`src/rtl/olo_fix_tutorial_ctrl_sequencer.sv`:
```
// olo_fix_tutorial_ctrl_sequencer
//  Sequencer and configuration front-end for the fixed-point PI controller.
//  Generates the sample strobe, issues one sample at a time to the controller,
//  watches for its result and swaps Ki/Kp/ILim only while the pipeline is empty.
//  Optional feature macro: OLO_FIX_SEQ_INT_CLEAR_EN (pulse Ctrl_IntClr when new
//  gains become active so the integrator restarts from zero).
module olo_fix_tutorial_ctrl_sequencer #(
    parameter int SamplePeriod_g = 100,
    parameter int Latency_g      = 16
) (
    input  logic        Clk,
    input  logic        Rst,
    input  logic        Enable,
    input  logic [7:0]  Cfg_Ki,
    input  logic [11:0] Cfg_Kp,
    input  logic [7:0]  Cfg_ILim,
    input  logic        Cfg_Update,
    output logic        Cfg_Busy,
    input  logic        Adc_Valid,
    input  logic [11:0] Adc_Actual,
    input  logic [11:0] Target,
    output logic        Ctrl_Valid,
    output logic [11:0] Ctrl_Actual,
    output logic [11:0] Ctrl_Target,
    output logic [7:0]  Ctrl_Ki,
    output logic [11:0] Ctrl_Kp,
    output logic [7:0]  Ctrl_ILim,
    output logic        Ctrl_IntClr,
    input  logic        Res_Valid,
    input  logic [11:0] Res_Result,
    output logic        Out_Valid,
    output logic [11:0] Out_Result,
    output logic        Err_Timeout,
    output logic        Err_Overrun
);

    localparam int TimerW_c = (SamplePeriod_g > 1) ? $clog2(SamplePeriod_g) : 1;
    localparam int WdW_c    = $clog2(Latency_g + 1);
    localparam logic [TimerW_c-1:0] TimerLast_c = TimerW_c'(SamplePeriod_g - 1);
    localparam logic [WdW_c-1:0]    WdLast_c    = WdW_c'(Latency_g - 1);

    typedef enum logic [2:0] {
        ST_IDLE,
        ST_RUN,
        ST_WAIT,
        ST_DRAIN,
        ST_APPLY
    } state_t;

    state_t                state_q, state_d;
    logic [TimerW_c-1:0]   timer_q, timer_d;
    logic [WdW_c-1:0]      wd_q, wd_d;
    logic                  fresh_q, fresh_d;
    logic [11:0]           adc_q, adc_d;
    logic                  ctrl_valid_q, ctrl_valid_d;
    logic [11:0]           ctrl_actual_q, ctrl_actual_d;
    logic [11:0]           ctrl_target_q, ctrl_target_d;
    logic [7:0]            shd_ki_q, shd_ki_d;
    logic [11:0]           shd_kp_q, shd_kp_d;
    logic [7:0]            shd_ilim_q, shd_ilim_d;
    logic [7:0]            act_ki_q, act_ki_d;
    logic [11:0]           act_kp_q, act_kp_d;
    logic [7:0]            act_ilim_q, act_ilim_d;
    logic                  busy_q, busy_d;
    logic                  out_valid_q, out_valid_d;
    logic [11:0]           out_result_q, out_result_d;
    logic                  err_timeout_q, err_timeout_d;
    logic                  err_overrun_q, err_overrun_d;

    logic                  tick;
    logic                  issue;
    logic                  apply;
    logic                  overrun_set;
    logic                  timeout_set;
    logic                  pending;

    // Sample-rate timer: free-runs while enabled, parked at zero otherwise
    always_comb begin
        tick    = Enable && (timer_q == TimerLast_c);
        timer_d = timer_q;
        if (!Enable || tick) begin
            timer_d = '0;
        end else begin
            timer_d = timer_q + TimerW_c'(1);
        end
    end

    // Latest ADC sample and its freshness; a new sample on the issue cycle keeps the flag set
    always_comb begin
        adc_d   = adc_q;
        fresh_d = fresh_q;
        if (Adc_Valid) begin
            adc_d   = Adc_Actual;
            fresh_d = 1'b1;
        end else if (issue) begin
            fresh_d = 1'b0;
        end
    end

    // Sequencer FSM: next state, issue/apply decisions and error events
    always_comb begin
        state_d     = state_q;
        wd_d        = wd_q;
        issue       = 1'b0;
        apply       = 1'b0;
        overrun_set = 1'b0;
        timeout_set = 1'b0;
        // A request arriving this cycle counts as pending so it is never missed
        pending     = busy_q || Cfg_Update;
        case (state_q)
            ST_IDLE: begin
                if (pending) begin
                    state_d = ST_APPLY;
                end else if (Enable) begin
                    state_d = ST_RUN;
                end
            end
            ST_RUN: begin
                // Gain update has priority; a coincident tick is silently dropped
                if (pending) begin
                    state_d = ST_APPLY;
                end else if (!Enable) begin
                    state_d = ST_IDLE;
                end else if (tick) begin
                    if (fresh_q) begin
                        issue   = 1'b1;
                        wd_d    = '0;
                        state_d = ST_WAIT;
                    end else begin
                        overrun_set = 1'b1;
                    end
                end
            end
            ST_WAIT: begin
                wd_d = wd_q + WdW_c'(1);
                if (tick) begin
                    overrun_set = 1'b1;
                end
                // A missing result is treated as completion so sampling recovers
                if (Res_Valid || (wd_q == WdLast_c)) begin
                    timeout_set = !Res_Valid;
                    if (pending) begin
                        state_d = ST_DRAIN;
                    end else if (Enable) begin
                        state_d = ST_RUN;
                    end else begin
                        state_d = ST_IDLE;
                    end
                end
            end
            ST_DRAIN: begin
                // Lets the registered result leave before the gains change
                state_d = ST_APPLY;
            end
            ST_APPLY: begin
                apply   = 1'b1;
                state_d = Enable ? ST_RUN : ST_IDLE;
            end
            default: begin
                state_d = ST_IDLE;
            end
        endcase
    end

    // Shadow gains follow every request; active gains only move in APPLY
    always_comb begin
        shd_ki_d   = shd_ki_q;
        shd_kp_d   = shd_kp_q;
        shd_ilim_d = shd_ilim_q;
        act_ki_d   = act_ki_q;
        act_kp_d   = act_kp_q;
        act_ilim_d = act_ilim_q;
        busy_d     = busy_q;
        if (apply) begin
            act_ki_d   = shd_ki_q;
            act_kp_d   = shd_kp_q;
            act_ilim_d = shd_ilim_q;
            busy_d     = 1'b0;
        end
        // A request in the APPLY cycle itself stays pending for another APPLY
        if (Cfg_Update) begin
            shd_ki_d   = Cfg_Ki;
            shd_kp_d   = Cfg_Kp;
            shd_ilim_d = Cfg_ILim;
            busy_d     = 1'b1;
        end
    end

    // Controller-facing sample, forwarded result and sticky error flags
    always_comb begin
        ctrl_valid_d  = issue;
        ctrl_actual_d = ctrl_actual_q;
        ctrl_target_d = ctrl_target_q;
        if (issue) begin
            ctrl_actual_d = adc_q;
            ctrl_target_d = Target;
        end
        out_valid_d   = Res_Valid;
        out_result_d  = Res_Valid ? Res_Result : out_result_q;
        err_timeout_d = err_timeout_q || timeout_set;
        err_overrun_d = err_overrun_q || overrun_set;
    end

    // State and datapath registers
    always_ff @(posedge Clk) begin
        if (Rst) begin
            state_q       <= ST_IDLE;
            timer_q       <= '0;
            wd_q          <= '0;
            fresh_q       <= 1'b0;
            adc_q         <= '0;
            ctrl_valid_q  <= 1'b0;
            ctrl_actual_q <= '0;
            ctrl_target_q <= '0;
            shd_ki_q      <= '0;
            shd_kp_q      <= '0;
            shd_ilim_q    <= '0;
            act_ki_q      <= '0;
            act_kp_q      <= '0;
            act_ilim_q    <= '0;
            busy_q        <= 1'b0;
            out_valid_q   <= 1'b0;
            out_result_q  <= '0;
            err_timeout_q <= 1'b0;
            err_overrun_q <= 1'b0;
        end else begin
            state_q       <= state_d;
            timer_q       <= timer_d;
            wd_q          <= wd_d;
            fresh_q       <= fresh_d;
            adc_q         <= adc_d;
            ctrl_valid_q  <= ctrl_valid_d;
            ctrl_actual_q <= ctrl_actual_d;
            ctrl_target_q <= ctrl_target_d;
            shd_ki_q      <= shd_ki_d;
            shd_kp_q      <= shd_kp_d;
            shd_ilim_q    <= shd_ilim_d;
            act_ki_q      <= act_ki_d;
            act_kp_q      <= act_kp_d;
            act_ilim_q    <= act_ilim_d;
            busy_q        <= busy_d;
            out_valid_q   <= out_valid_d;
            out_result_q  <= out_result_d;
            err_timeout_q <= err_timeout_d;
            err_overrun_q <= err_overrun_d;
        end
    end

`ifdef OLO_FIX_SEQ_INT_CLEAR_EN
    logic intclr_q, intclr_d;

    // Integrator clear is registered so it lines up with the new active gains
    always_comb begin
        intclr_d = apply;
    end

    // Integrator clear register
    always_ff @(posedge Clk) begin
        if (Rst) begin
            intclr_q <= 1'b0;
        end else begin
            intclr_q <= intclr_d;
        end
    end

    assign Ctrl_IntClr = intclr_q;
`else
    // Integrator keeps its state across gain updates
    assign Ctrl_IntClr = 1'b0;
`endif

    assign Cfg_Busy    = busy_q;
    assign Ctrl_Valid  = ctrl_valid_q;
    assign Ctrl_Actual = ctrl_actual_q;
    assign Ctrl_Target = ctrl_target_q;
    assign Ctrl_Ki     = act_ki_q;
    assign Ctrl_Kp     = act_kp_q;
    assign Ctrl_ILim   = act_ilim_q;
    assign Out_Valid   = out_valid_q;
    assign Out_Result  = out_result_q;
    assign Err_Timeout = err_timeout_q;
    assign Err_Overrun = err_overrun_q;

endmodule
```
`config.mk`:
```
export PLATFORM = sky130hd
export DESIGN_NAME = olo_fix_tutorial_ctrl_sequencer
export DESIGN_NICKNAME = d
export VERILOG_FILES = /design/src/rtl/olo_fix_tutorial_ctrl_sequencer.sv
export SDC_FILE = /design/constraint.sdc
export NUM_CORES = 1
export LEC_CHECK = 0
export ABC_CLOCK_PERIOD_IN_PS = 1800
export BUFFER_PORTS_ARGS = -buffer_cell sky130_fd_sc_hd__buf_2
export CORE_MARGIN = 8
export CORE_UTILIZATION = 30
export DETAILED_ROUTE_END_ITERATION = 7
export SLEW_MARGIN = 10
export SYNTH_ARGS = -nofsm -noshare
export SYNTH_HDL_FRONTEND = slang
export SYNTH_SLANG_ARGS = --single-unit
export TNS_END_PERCENT = 10
```
`constraint.sdc`:
```
create_clock -name Clk -period 1.8 [get_ports Clk]
set_input_delay 0.09 -clock Clk [delete_from_list [all_inputs] [get_ports Clk]]
set_output_delay 0.09 -clock Clk [all_outputs]
set_load 0.05 [all_outputs]
```
Yosys cells after proc, flatten, opt, wreduce, memory -nomap -nowiden
Index checks and enable logic that the tools add are counted.
{"block": "word_totals", "reg_bits": 125, "out_inout_bits": 70, "wordCells": 83}
{"block": "classes", "n_addsub": 2, "n_eq_ne": 14, "n_mux": 33, "n_reduce_logical": 15}
{"operator": "$mux W3", "count": 7}
{"operator": "$mux W5", "count": 4}
{"operator": "$mux W1", "count": 18}
{"operator": "$pmux W3 S5", "count": 1}
{"operator": "$ne A2 B2 Y1 const B", "count": 5}
{"operator": "$pmux W5 S2", "count": 1}
{"operator": "$ne A4 B4 Y1 const B", "count": 2}
{"operator": "$add A7 B1 Y7 const B", "count": 1}
{"operator": "$eq A7 B7 Y1 const B", "count": 1}
{"operator": "$eq A3 B2 Y1 const B", "count": 2}
{"operator": "$reduce_bool A2 Y1", "count": 3}
{"operator": "$add A5 B1 Y5 const B", "count": 1}
{"operator": "$eq A5 B4 Y1 const B", "count": 1}
{"operator": "$logic_or A1 B1 Y1", "count": 5}
{"operator": "$reduce_and A5 Y1", "count": 1}
{"operator": "$reduce_and A4 Y1", "count": 1}
{"operator": "$eq A3 B1 Y1 const B", "count": 1}
{"operator": "$eq A3 B3 Y1 const B", "count": 1}
{"operator": "$logic_not A3 Y1", "count": 1}
{"operator": "$ne A3 B3 Y1 const B", "count": 1}
{"operator": "$logic_not A1 Y1", "count": 2}
{"operator": "$mux W2", "count": 1}
{"operator": "$pmux W1 S2", "count": 1}
{"operator": "$reduce_or A2 Y1", "count": 1}
{"operator": "$logic_and A1 B1 Y1", "count": 1}

Longest topological paths before layout
Gate-level depths: netlist of run 1.
{"block": "logic_depth", "depth_word": 8, "depth_mapped": 7, "ltp_nobuf": 7}

Worst setup path before layout of run 1
OpenSTA, ideal clock, no wires.
{"block": "synth_path", "path_kind": "reg2reg", "from": "register busy_q (netlist: Cfg_Busy)", "to": "register ctrl_actual_q[0] (netlist: Ctrl_Actual[0])", "arrival_time_ns": 1.560, "required_ns": 1.657, "slack_ns": 0.097, "stages_incl_launch_ff": 6, "synth_period_minus_slack_ns": 1.703, "path_cell_list": "dfxtp_1 > nor4b_4 > nand4_2 > clkbuf_1 > nand2_1 > a21oi_2"}
{"block": "synth_via", "elab_chain_len": 3}
{"item": "start: declaration", "line": "64", "rtl": "logic busy_q, busy_d;"}
{"item": "start signal: assignment", "line": "241", "rtl": "busy_q <= busy_d;"}
{"item": "$logic_or A1 B1 Y1", "line": "109", "rtl": "pending = busy_q || Cfg_Update;"}
{"item": "$mux W1", "line": "120", "rtl": "if (pending) begin"}
{"item": "$mux W1", "line": "110", "rtl": "case (state_q)"}
{"item": "end signal: assignment", "line": "233", "rtl": "ctrl_actual_q <= ctrl_actual_d;"}
{"item": "end: declaration", "line": "56", "rtl": "logic [11:0] ctrl_actual_q, ctrl_actual_d;"}
No other way between the ends.
A chain may end at the register's enable or synchronous reset.

Worst setup path after layout of run 1
{"block": "layout_path", "from": "register timer_q[0]", "to": "register wd_q[0]"}
{"block": "layout_via", "elab_chain_len": 4}
{"item": "start: declaration", "line": "51", "rtl": "logic [TimerW_c-1:0] timer_q, timer_d;"}
{"item": "start signal: assignment", "line": "228", "rtl": "timer_q <= timer_d;"}
{"item": "$eq A7 B7 Y1", "line": "79", "rtl": "tick = Enable && (timer_q == TimerLast_c);"}
{"item": "$logic_and A1 B1 Y1", "line": "79"}
{"item": "$ne A2 B2 Y1 (no source line)"}
{"item": "$reduce_and A5 Y1 (no source line)"}
{"item": "end signal: assignment", "line": "229", "rtl": "wd_q <= wd_d;"}
{"item": "end: declaration", "line": "52", "rtl": "logic [WdW_c-1:0] wd_q, wd_d;"}
No other way between the ends.

==> metrics, run 1 <==
Max IR drop VDD 0.0007575 V; total track usage 13.18%; Max H-tree Level 4; sequential area share after synthesis 52.66%; CP max FO 5; ANT cells 0; global-route wire length before repair 20950 um; Clk Latency, worst-skew pair 420 ps; Die Footprint 20120 um2; initial drt markers 82; crit end category register; Net Count, Synth 587; Final Hold Fails 0; Most used DFF post-synth dfxtp_1; Slew Limit Fails 0; Tmin final 1617 ps; remaining antenna violation count 0; WP buf/inv 0; pin count of the biggest net entering global routing 50; DRC Markers 0; Clk Tree Root Cell clkbuf_16; fmax 618.4 MHz; CTS max path bufs 2; CP peak stage delay 450 ps; FP Rows 46; io pins 140; area delta synth->final 46.13%; Async S/R FF share, synth 0%; cell taking the most area after synthesis dfxtp_1; routed vias/inst 4.337; RSZ-0062 raised after global routing no; delay-heaviest family, CP compound AO/OA/AOI/OAI gates; Post-Syn Instances 514; nets 786; syn_area_per_cell 9.245 um2; Critical Path AT 1960 ps; critical path's slowest cell a41oi_1; routed via count 4085; Power Total 7.345 mW; drt wl/cell 13.46 um; #FFs+latches synth 125; worst slew pin tran 574.8 ps; Hold Crit Depth 4; kind of critical path reg -> reg; hold slack 68.36 ps; Die Width 141.9 um; CTS tree yes; Starting Density 30.35%; Mapped Area 4752 um2; Non-Filler Instances 942; DP Wirelength 8085 um; vias in the first global route 4150; Hold Crit Class in -> reg; leakage power 3.047 nW; skew final 11.94 ps; Yosys warnings 0; post-route clock period utilization 89.84%; Num CTS Buffers 17; DP Area 5670 um2; pwr/cell area 1058 nW/um2; initial antenna violation count 0; dpl cells 846; setup total negative slack 0 ps; crit path cell chain ha_1 -> and3_1 -> a41oi_1 -> o21ai_0 -> a21oi_1; most frequent cell after synthesis dfxtp_1; buffers added on ports 138; Yosys cell types 39; DR pass1 iterations 4; max_slew headroom 61.68%; outcome completed; Synth area leaders dfxtp_1 53%, mux2i_1 11%, nand2_1 7.0%; Synth top cells by count 125 x dfxtp_1, 89 x nand2_1, 71 x nor2_1; area share of the largest cell type after synthesis 52.66%; CTS clk-pin slew, worst paths 60 ps; Die Y 141.9 um; grt total ovfl 0; share of cells above drive strength 1 31.27%; Crit path required time 2140 ps; final instance area 6944 um2; core footprint 15660 um2; Final setup viols 0; r2r worst-path depth 5; clock sink total 125; Routed WL 12680 um; Max-Cap Viols 0; gpl congestion 0.7131; Worst setup SP type register; EDFF count, synth 0; Worst path depth 5
-- timing repair --
action                                  4_1_cts  5_1_grt
endpoints found under the hold margin        64        0
hold buffers                                 64        0
endpoints found under the setup margin        0        2
resized for setup                             0        2
setup buffers                                 0        0
-- registers in the layout, summed over array words and instances (netlist names) --
signal / flops
Cfg_Busy: 1
Ctrl_Actual: 12
Ctrl_ILim: 8
Ctrl_Ki: 8
Ctrl_Kp: 12
Ctrl_Target: 12
Ctrl_Valid: 1
Err_Overrun: 1
Err_Timeout: 1
Out_Result: 12
Out_Valid: 1
adc_q: 12
fresh_q: 1
shd_ilim_q: 8
shd_ki_q: 8
shd_kp_q: 12
state_q: 3
timer_q: 7
wd_q: 5
-- metal layers --
layer / wire (um) / part of all wire [%] / global-route usage [%] / vias to the layer above
li1: - / - / - / 2099
met1: 5600 / 44 / 14.70 / 1856
met2: 5952 / 47 / 21.83 / 116
met3: 940 / 7.4 / 5.444 / 14
met4: 182 / 1.4 / 5.427 / 0
met5: 0 / 0 / 0 / -
-- cells by family after synthesis --
kind of cell,after synthesis,share of synthesized area [%]
AND/OR/NAND/NOR,208,19.62
flip-flops,125,52.66
AO/OA/AOI/OAI,78,10.14
multiplexers,53,11.19
buffers and inverters,41,4.608
XOR/XNOR,5,0.9217
adder cells (fa/ha/maj),3,0.7900
other,1,0.07891
-- cells in the final DEF, fill, tap and decap left out, types with 3 or more instances in the layout --
| master | synthesis | final |
|---|---|---|
| and3_1 | 4 | 4 |
| nand2_2 | 20 | 20 |
| ha_1 | 3 | 3 |
| or3_1 | 3 | 3 |
| dfxtp_1 | 125 | 125 |
| clkinv_2 | 0 | 5 |
| nand2_1 | 89 | 89 |
| bufinv_16 | 0 | 4 |
| buf_2 | 11 | 137 |
| clkbuf_16 | 0 | 17 |
| dlygate4sd3_1 | 0 | 64 |
| xnor2_1 | 3 | 3 |
| clkinvlp_4 | 0 | 3 |
| buf_4 | 1 | 11 |
| a31oi_1 | 3 | 3 |
| mux2i_1 | 52 | 52 |
| nor4_1 | 3 | 3 |
| nor2_1 | 71 | 71 |
| o21ai_0 | 9 | 8 |
| inv_1 | 5 | 5 |
| a21oi_1 | 42 | 42 |
| nand3_1 | 5 | 5 |
| buf_12 | 2 | 4 |
| a21oi_2 | 20 | 20 |
-- worst min-delay path, cell delays in order --
cell and delay, ps:
buf_2 130, nor4b_4 70, nand2_1 60, a311oi_1 80
-- stage by stage --
| stage | setup WS [ps] | util, % |
|---|---|---|
| after global routing | 37.36 | 44.36 |
| after CTS | 106.7 | 44.30 |
| after detailed placement | 118.5 | 36.22 |
| after global placement | 175.3 | 36.22 |
| final | 182.9 | 44.36 |
| after floorplan | 96.74 | - |
-- power by group --
| group | switching [mW] | internal (mW) | total (mW) |
|---|---|---|---|
| Combinational | 0.472 | 0.338 | 0.810 |
| Sequential | 0.0606 | 2.88 | 2.94 |
| Clock | 1.22 | 2.37 | 3.60 |
| Total | 1.76 | 5.59 | 7.34 |
-- final timing paths --
path	startpoint	to	slack, ps
min reg2reg	Ctrl_ILim[0]$_SDFFE_PP0P_	Ctrl_ILim[0]$_SDFFE_PP0P_	450
min	Cfg_Update	state_q[1]$_SDFFE_PP0P_	70
max reg2reg	timer_q[0]$_SDFF_PP0_	wd_q[0]$_SDFFE_PP0P_	180
max	timer_q[0]$_SDFF_PP0_	wd_q[0]$_SDFFE_PP0P_	180
-- area by class of cell --
cell class / count / area [um2]
well taps: 216 / 270.3
flip-flops and latches: 125 / 2502
repair buffers: 216 / 1489
multi-input cells: 348 / 2039
inverters: 5 / 18.77
fillers: 1495 / 8711
clock buffers: 20 / 456.7
clock inverters: 12 / 167.7
Power figures use the tool's default switching activity.
==> run 2: changes to the inputs <==
- RECOVER_POWER: not set -> 50
==> metrics, run 2 (synthesis results as in run 1) <==
kind of critical path reg -> reg; routed via count 4103; pwr/cell area 1069 nW/um2; Die Width 141.9 um; RSZ-0062 raised after global routing no; total track usage 13.18%; clock sink total 125; worst slew pin tran 1097 ps; Max H-tree Level 4; drt wl/cell 13.50 um; Tmin final 1624 ps; Final setup viols 0; global-route wire length before repair 20950 um; post-route clock period utilization 90.21%; io pins 140; Starting Density 30.35%; Final Hold Fails 0; max_slew headroom 26.89%; buffers added on ports 138; Routed WL 12720 um; r2r worst-path depth 5; filler cell count in the final layout 1518; share of cells above drive strength 1 24.52%; Num CTS Buffers 17; grt total ovfl 0; skew final 11.65 ps; crit path cell chain ha_1 -> and3_1 -> a41oi_1 -> o21ai_0 -> a21oi_1; CP peak stage delay 440 ps; remaining antenna violation count 0; initial drt markers 82; fmax 615.9 MHz; setup total negative slack 0 ps; Max-Cap Viols 0; commonest non-fill, non-tap cell in the layout dfxtp_1; vias in the first global route 4150; critical path's slowest cell a41oi_1; Die Footprint 20120 um2; DRC Markers 0; Worst setup SP type register; Hold Crit Depth 5; commonest cells after routing, fill and taps aside 125 x dfxtp_1, 91 x buf_2, 89 x nand2_1; CTS tree yes; worst r2r src timer_q[0]$_SDFF_PP0_; CP max FO 5; Max IR drop VDD 0.0007579 V; DR pass1 iterations 4; Clk Tree Root Cell clkbuf_16; Hold Crit Class in -> reg; Final Core Density 43.81%; area delta synth->final 44.31%; Slew Limit Fails 0; Critical Path AT 1960 ps; routed vias/inst 4.356; hold_sp Enable; footprint of the multi-input gates 2039 um2; pin count of the biggest net entering global routing 50; core footprint 15660 um2; register area 2502 um2; Clk Latency, worst-skew pair 420 ps; M1 GR Usage 14.70%; DP Wirelength 8085 um; GR peak layer met2; ANT cells 0; FF-to-FF End wd_q[0]$_SDFFE_PP0P_; gpl congestion 0.7131; routing usage on met2 21.83%; CTS max path bufs 2; Crit path required time 2130 ps; Hold Path End state_q[0]$_SDFFE_PP0P_; crit end category register; Die Y 141.9 um; initial antenna violation count 0; CTS clk-pin slew, worst paths 60 ps; outcome completed; nets 786; leakage power 2.836 nW; dpl cells 846; FP Rows 46; M3 GR Usage 5.444%; Reg2Reg Setup Slack 180 ps; hold slack 131.7 ps; Non-Filler Instances 942
==> run 2: per-layer routing <==
metal  part of all wire (%)  wire (um)
met2                     47       5996
met1                     44       5628
met3                    7.4        940
met5                      0          0
met4                    1.2        155
==> run 2: repair_timing <==
item / CTS / global route
setup buffers: 0 / 0
endpoints found under the hold margin: 64 / 0
setup endpoints to repair: 0 / 2
hold buffers: 64 / 0
gates resized for setup: 0 / 2
==> run 2: critical path, delay by kind of cell, from the launching register on <==
family | cells | cell delay [ps]
AO/OA/AOI/OAI | 3 | 730
adder cells (fa/ha/maj) | 1 | 250
flip-flops | 1 | 330
AND/OR/NAND/NOR | 1 | 220
==> run 2: worst max-delay path by stage <==
stage	to	depth (start not counted)	start	slack [ps]
finish	wd_q[0]$_SDFFE_PP0P_	5	timer_q[0]$_SDFF_PP0_	180
global route	Ctrl_Target[0]$_SDFFE_PP0P_	6	timer_q[0]$_SDFF_PP0_	30
CTS	state_q[1]$_SDFFE_PP0P_	7	wd_q[0]$_SDFFE_PP0P_	110
detailed placement	state_q[1]$_SDFFE_PP0P_	7	wd_q[0]$_SDFFE_PP0P_	120
global placement	state_q[1]$_SDFFE_PP0P_	7	wd_q[0]$_SDFFE_PP0P_	180
floorplan	Ctrl_Actual[0]$_SDFFE_PP0P_	5	Cfg_Busy$_SDFFE_PP0P_	100
==> run 2: final cells by class <==
cell class	instances	area share (%)
timing repair buffer	216	20.45
multi-input combinational	348	29.74
tap	216	3.941
clock buffer	20	6.659
clock inverter	12	2.445
sequential	125	36.49
inverter	5	0.2737
==> run 2: where the power goes <==
| part | internal (mW) | switching (mW) | leakage [nW] |
|---|---|---|---|
| clock network | 2.37 | 1.22 | 0.302 |
| registers | 2.88 | 0.0620 | 1.02 |
| logic | 0.325 | 0.472 | 1.51 |
| total | 5.58 | 1.75 | 2.84 |
==> run 2: stage by stage <==
step / area, um2 / total power, mW / setup WS (ps)
2_1_floorplan: 4752 / 3.456 / 96.74
3_3_place_gp: 5670 / 3.700 / 175.3
3_5_place_dp: 5670 / 3.704 / 118.5
4_1_cts: 6935 / 7.467 / 106.7
5_1_grt: 6858 / 7.644 / 26.53
6_report: 6858 / 7.329 / 176.3
==> run 3: changes to the inputs <==
- ABC_CLOCK_PERIOD_IN_PS: 1800 -> 1950
- clock period: 1.8 -> 1.95 ns (I/O delays scaled with it)
==> metrics, run 3 (synthesis results as in run 1) <==
outcome completed; pwr/cell area 980.3 nW/um2; crit path cell chain nor4b_4 -> and4_1 -> buf_12 -> nand2_1 -> a21oi_1; hold slack 90.04 ps; initial drt markers 207; Die Width 141.9 um; CTS tree yes; Die Y 141.9 um; grt total ovfl 0; Clk Latency, worst-skew pair 400 ps; CTS clk-pin slew, worst paths 60 ps; pin count of the biggest net entering global routing 60; switching share of power 23.22%; CP max FO 24; critical path's slowest cell dfxtp_1; Crit path required time 2260 ps; dpl cells 843; Die Footprint 20120 um2; Worst setup SP type register; Non-Filler Instances 938; CTS hold repair buffers 64; Top Layer Used met4; gpl congestion 0.7568; setup total negative slack 0 ps; post-route clock period utilization 90.58%; vias in the first global route 4090; Num CTS Buffers 17; core footprint 15660 um2; commonest cells after routing, fill and taps aside 125 x dfxtp_1, 92 x buf_2, 89 x nand2_1; buffers added on ports 138; DRC Markers 0; final instance area 6804 um2; CTS max path bufs 2; routed vias/inst 4.272; share of cells above drive strength 1 23.99%; total track usage 12.73%; Final Hold Fails 0; io pins 140; FP Rows 46; Starting Density 30.35%; Clk network pwr share 48.6%; crit end category register; P_sw 1.548 mW; Max H-tree Level 4; Critical Path AT 2080 ps; Max IR drop VDD 0.0005566 V; M1 wire length 5927 um; Comb power frac 10.6%; fmax 566.2 MHz; clock sink total 125; Final setup viols 0; internal power 5.121 mW; worst slew pin tran 1305 ps; RSZ-0062 raised after global routing no; post_cts resized 0; Max-Cap Viols 0; Routed WL 12450 um; met2 wire len 5492 um; Slew Limit Fails 0; area delta synth->final 43.18%; Post-CTS Setup Inserts 0; commonest non-fill, non-tap cell in the layout dfxtp_1; CP peak stage delay 420 ps; skew final 10.37 ps; DR WL met3 865 um; max_slew headroom 12.98%; DP Wirelength 7941 um; part of the power in registers 40.8%; global-route wire length before repair 20560 um; DP Area 5623 um2; nets 783; leakage power 2.823 nW; DR pass1 iterations 4; Hold Crit Class in -> reg; Clk Tree Root Cell clkbuf_16; filler cell count in the final layout 1576; drt wl/cell 13.28 um; remaining antenna violation count 0; routed via count 4007; kind of critical path reg -> reg; r2r worst-path depth 5; initial antenna violation count 0; Tmin final 1766 ps; Hold Crit Depth 4
run 3: metrics by stage:
stage | setup WS, ps | power (mW) | util [%]
floorplan | 246.7 | 3.191 | -
detailed placement | 335.1 | 3.393 | 35.92
finish | 183.8 | 6.670 | 43.46
CTS | 324.2 | 6.784 | 43.87
global placement | 360.2 | 3.388 | 35.92
global route | 89.76 | 6.985 | 43.45
run 3: layout make-up:
type	instances	area, um2	share of cell area, %
antenna	1	2.502	0.03678
clock buffer	22	464.2	6.822
clock inverter	8	140.1	2.060
inverter	5	18.77	0.2758
multi-input combinational	348	2031	29.85
sequential	125	2502	36.78
tap	216	270.3	3.972
timing repair buffer	213	1375	20.21
run 3: power groups by stage:
stage	registers, mW	logic [mW]	clock network, mW
floorplan	2.89	0.297	0
global placement	2.77	0.621	0
detailed placement	2.77	0.623	0
CTS	2.72	0.722	3.35
global route	2.73	0.773	3.48
finish	2.72	0.707	3.24
run 3: path summary, 6_finish.rpt:
check	from	endpoint	slack (ps)
hold / removal	Cfg_Update	state_q[1]$_SDFFE_PP0P_	90
setup reg to reg	state_q[1]$_SDFFE_PP0P_	Ctrl_Target[3]$_SDFFE_PP0P_	180
setup / recovery	state_q[1]$_SDFFE_PP0P_	Ctrl_Target[3]$_SDFFE_PP0P_	180
hold reg to reg	shd_ki_q[7]$_SDFFE_PP0P_	Ctrl_Ki[7]$_SDFFE_PP0P_	450
run 3: critical path: cells and delay by family, from the launching register on:
family	cells	cell delay, ps
AOI/OAI and AO/OA	1	210
buffers and inverters	1	210
DFF	1	420
and+or+nand+nor	3	810
run 3: routing by layer:
metal | GRT usage [%] | up-vias
li1 | - | 2090
met1 | 15.43 | 1792
met2 | 19.68 | 112
met3 | 4.839 | 13
met4 | 5.709 | 0
met5 | 0 | -
